### config.mk
export PLATFORM = sky130hd
export DESIGN_NAME = seg_scan_capture
export DESIGN_NICKNAME = d
export VERILOG_FILES = /design/src/rtl/seg_scan_capture.sv
export SDC_FILE = /design/constraint.sdc
export NUM_CORES = 1
export LEC_CHECK = 0
export CORE_AREA = 10 10 121 123
export DETAILED_ROUTE_END_ITERATION = 8
export DIE_AREA = 0 0 131 133
export GPL_ROUTABILITY_DRIVEN = 0
export MAX_ROUTING_LAYER = met4
export PLACE_DENSITY_LB_ADDON = 0.15
export SKIP_CTS_REPAIR_TIMING = 1
export SLEW_MARGIN = 30
export SYNTH_ARGS = -nofsm -noshare
export SYNTH_HDL_FRONTEND = slang
export SYNTH_SLANG_ARGS = --single-unit
### constraint.sdc
create_clock -name clk_50mhz -period 3 [get_ports clk_50mhz]
set_input_delay 0.45 -clock clk_50mhz [delete_from_list [all_inputs] [get_ports clk_50mhz]]
set_output_delay 0.45 -clock clk_50mhz [all_outputs]
set_load 0.005 [all_outputs]
### src/rtl/seg_scan_capture.sv
// Multiplexed 7-segment scan reader: syncs seg/key0, captures settled digits, publishes 4-digit frames.
// Optional build macro SEG_CAPTURE_HEX_EN enables decoding of hex digits A-F.
module seg_scan_capture #(
   parameter int unsigned SETTLE = 16
) (
   input  logic        clk_50mhz,
   input  logic        rst,
   input  logic [6:0]  seg,
   input  logic [3:0]  key0,
   output logic [15:0] digits,
   output logic [3:0]  blank,
   output logic        frame_valid,
   output logic        pattern_err
);

   localparam int unsigned CW = $clog2(SETTLE + 1);

   logic [6:0]    seg_m, s_seg, prev_seg;
   logic [3:0]    key_m, s_key, prev_key;
   logic [CW-1:0] cnt;
   logic [3:0]    seen;
   logic [15:0]   shadow_d;
   logic [3:0]    shadow_b;

   logic          sel_ok;
   logic [1:0]    idx;
   logic          stable;
   logic          capture_c;
   logic [5:0]    dec;
   logic          cap_ok;

   // Returns {decodable, blank, value}
   function automatic logic [5:0] decode(input logic [6:0] p);
      logic [5:0] r;
      r = 6'b0_0_0000;
      case (p)
         7'h40: r = {2'b10, 4'h0};
         7'h79: r = {2'b10, 4'h1};
         7'h24: r = {2'b10, 4'h2};
         7'h30: r = {2'b10, 4'h3};
         7'h19: r = {2'b10, 4'h4};
         7'h12: r = {2'b10, 4'h5};
         7'h02: r = {2'b10, 4'h6};
         7'h78: r = {2'b10, 4'h7};
         7'h00: r = {2'b10, 4'h8};
         7'h10: r = {2'b10, 4'h9};
`ifdef SEG_CAPTURE_HEX_EN
         7'h08: r = {2'b10, 4'hA};
         7'h03: r = {2'b10, 4'hB};
         7'h46: r = {2'b10, 4'hC};
         7'h21: r = {2'b10, 4'hD};
         7'h06: r = {2'b10, 4'hE};
         7'h0E: r = {2'b10, 4'hF};
`endif
         7'h7F: r = {2'b11, 4'h0};
         default: r = 6'b0_0_0000;
      endcase
      return r;
   endfunction

   // Input must agree across both synchronizer stages and the previous cycle,
   // so a dwell needs SETTLE+2 cycles at the pins before it is captured.
   always_comb begin
      sel_ok = 1'b1;
      idx    = 2'd0;
      case (s_key)
         4'b1110: idx = 2'd0;
         4'b1101: idx = 2'd1;
         4'b1011: idx = 2'd2;
         4'b0111: idx = 2'd3;
         default: sel_ok = 1'b0;
      endcase
      stable    = (seg_m == s_seg) && (key_m == s_key) &&
                  (s_seg == prev_seg) && (s_key == prev_key);
      capture_c = sel_ok && stable && (cnt == CW'(SETTLE - 1));
      dec       = decode(s_seg);
      cap_ok    = capture_c && dec[5];
   end

   always_ff @(posedge clk_50mhz or posedge rst) begin
      if (rst) begin
         seg_m    <= 7'h7F;
         s_seg    <= 7'h7F;
         prev_seg <= 7'h7F;
         key_m    <= 4'hF;
         s_key    <= 4'hF;
         prev_key <= 4'hF;
         cnt      <= '0;
      end else begin
         seg_m    <= seg;
         s_seg    <= seg_m;
         prev_seg <= s_seg;
         key_m    <= key0;
         s_key    <= key_m;
         prev_key <= s_key;
         if (!sel_ok || !stable)
            cnt <= '0;
         else if (cnt != CW'(SETTLE))
            cnt <= cnt + CW'(1);
      end
   end

   // Completion clears seen before a same-edge capture is merged into the next frame
   always_ff @(posedge clk_50mhz or posedge rst) begin
      if (rst) begin
         seen        <= 4'h0;
         shadow_d    <= 16'h0000;
         shadow_b    <= 4'h0;
         digits      <= 16'h0000;
         blank       <= 4'hF;
         frame_valid <= 1'b0;
         pattern_err <= 1'b0;
      end else begin
         frame_valid <= (seen == 4'hF);
         pattern_err <= capture_c && !dec[5];
         if (seen == 4'hF) begin
            digits <= shadow_d;
            blank  <= shadow_b;
         end
         seen <= ((seen == 4'hF) ? 4'h0 : seen) | (cap_ok ? (4'b0001 << idx) : 4'h0);
         if (cap_ok) begin
            shadow_d[4*idx +: 4] <= dec[3:0];
            shadow_b[idx]        <= dec[4];
         end
      end
   end

endmodule

==> flow_summary.toml <==
[grt]
grt_usage = 0.0888
grt_pass1_vias = 2336
grt_pass1_wl_mm = 11.8
grt-ovfl-total = 0
grt_start_max_net_pins = 40
antenna_found_initial = 0

[setup_path]
crit_path_max_fanout = 9
arrival_ns = 2.93
required_ns = 3.22
cp-end-kind = "register"
critical_path_class = "reg2reg"
crit_path_start_kind = "register"

[drt]
drt_pass1_iterations = 4
drtIter0Drc = 98
viasPerCell = 4.22
drc_errors = 0
routed_wl_mm = 6.84
vias = 2201
wl_per_cell_microns = 13.1
postRouteAntennaNets = 0

[logic_synthesis]
ys_top_cells_by_area = "dfrtp_1, dfstp_2, mux2_4"
netlist_top_cells_count = "nand2_1, dfrtp_1, dfstp_2"
ys_seq_elements = 84
async_reset_ff_frac = 1.00
synth_nets = 332
synth.distinct_cells = 38
yosys.cell_count.top_type = "nand2_1"
syn_avg_cell_area_sq_um = 11.6
synth_warnings = 0
syn-cell-area_sq_um = 3610
synth_top_area_share = 0.326
synthFlopType = "dfrtp_1"
ys_seq_area_frac = 0.595
synth_top_cell_by_area = "dfrtp_1"
synth-edff-count = 0
synthCells = 312

[timing]
drv_slew = 0
timing.slew.headroom = 0.586
skew_ns = 0.00832
rsz0062_at_grt = "false"
tns_ns = 0
hold_viol = 0
period_share = 0.904
max_freq_ghz = 0.369
tightest_slew_ns = 0.620
fin_crit_ns = 2.71
setup_viol = 0

[cts]
h-tree-depth = 3
clkLatencyLatePin_ns = 0.33
root_buffer = "clkbuf_16"
cts_buffer_depth = 2
cts_tree = "done"
clkTransAtPathRegs_ns = 0.06
cts_sinks = 84
numCtsBuffers = 9

[final_layout]
drive_gt1_frac = 0.229
fin_util = 0.356
design_area_sq_um = 4400
fill_cells = 1267
antenna_cells = 0
syn_to_final_growth_pct = 21.9
fin_nets = 365

[run_status]
status = "finished clean"

[floorplanning]
dieArea_sq_um = 17400
start_util = 0.292
core_area_sq_um = 12400
io_pins = 35
row_count = 41
die_h_microns = 133
die_w_microns = 131

[placement]
port_buffers = 34
dpl.hpwl_mm = 4.87
placed_area_sq_um = 4110

[pwr]
p_leak_nw = 2.00
vdd_drop_max_mv = 0.397
power_density_nw_per_um2 = 541

[flow_run]
cap_viol_max_count = 0

[min_path]
holdCritPathClass = "reg2reg"
[metrics by stage]
stage                     worst slack, ns  total power, mW  std cells  hold slack [ns]
after CTS                           0.260             2.43        522            0.370
after global placement              0.323             1.32        506            0.362
after floorplan                     0.446             1.28        312            0.352
final                               0.288             2.38        522            0.370
after detailed placement            0.263             1.32        506            0.362
after global routing               0.0933             2.49        522            0.379
[worst max-delay path: stages (launching register included)]
cell	delay, ns
dfstp_2	0.61
or3b_2	0.45
o21ai_0	0.08
a21boi_1	0.18
a41oi_1	0.37
or3b_1	0.55
mux2_4	0.35
[layout make-up]
class | count | area (sq um) | share of cell area
flip-flops and latches | 84 | 2150 | 0.488
multi-input cells | 198 | 1300 | 0.296
repair buffers | 39 | 390 | 0.0887
clock buffers | 11 | 243 | 0.0552
well taps | 172 | 215 | 0.0489
clock inverters | 5 | 51.3 | 0.0117
inverters | 13 | 50.0 | 0.0114
[logic make-up (layout without fill, tap and decap cells)]
family                   count (synthesis)  count (layout)  synth area share
adder cells (fa/ha/maj)                  7               7            0.0243
buffers and inverters                   30              68            0.0440
flip-flops                              84              84             0.595
multiplexers                            22              22            0.0887
AND/OR/NAND/NOR                        136             136             0.173
XOR/XNOR                                21              21            0.0510
AO/OA/AOI/OAI                           12              12            0.0243
[placed cells by master (no fill, tap or decap), drive strengths merged, types with 7 or more instances in the layout]
| master | n |
|---|---|
| mux2 | 20 |
| dfrtp | 47 |
| xor2 | 10 |
| clkdlybuf4s50 | 34 |
| nor3 | 7 |
| clkbuf | 11 |
| nor2 | 19 |
| inv | 12 |
| xnor2 | 11 |
| dfstp | 37 |
| nand2 | 74 |
| ha | 7 |
| nand3 | 9 |
[path summary, 6_finish.rpt]
check,from,end,slack (ns),depth (start not counted)
max,s_seg[0],shadow_d[12],0.29,6
min,key_m[2],s_key[2],0.37,0
max reg2reg,s_seg[0],shadow_d[12],0.29,6
min reg2reg,key_m[2],s_key[2],0.37,0
max in group asynchronous,rst,blank[0],1.85,3
min in group asynchronous,rst,digits[8],0.46,2
[metal layers]
metal,track usage,routed length (microns),part of all wire,up-vias
met5,-,0,0,-
met4,0.0352,105,0.015,0
met3,0.0284,261,0.038,8
met2,0.131,3160,0.46,35
met1,0.110,3310,0.48,1073
li1,-,-,-,1085
[flip-flops by register name (all words and copies together), names as in the netlist]
register / flops
blank: 4
cnt: 5
digits: 16
frame_valid: 1
key_m: 4
pattern_err: 1
prev_key: 4
prev_seg: 7
s_key: 4
s_seg: 7
seen: 4
seg_m: 7
shadow_b: 4
shadow_d: 16
[power breakdown]
part	internal (mW)	total [mW]	switching, mW
clock	0.662	1.09	0.424
sequential	1.18	1.20	0.0279
combinational	0.0425	0.0905	0.0480
Note: power is estimated with default switching activity, not from simulation.
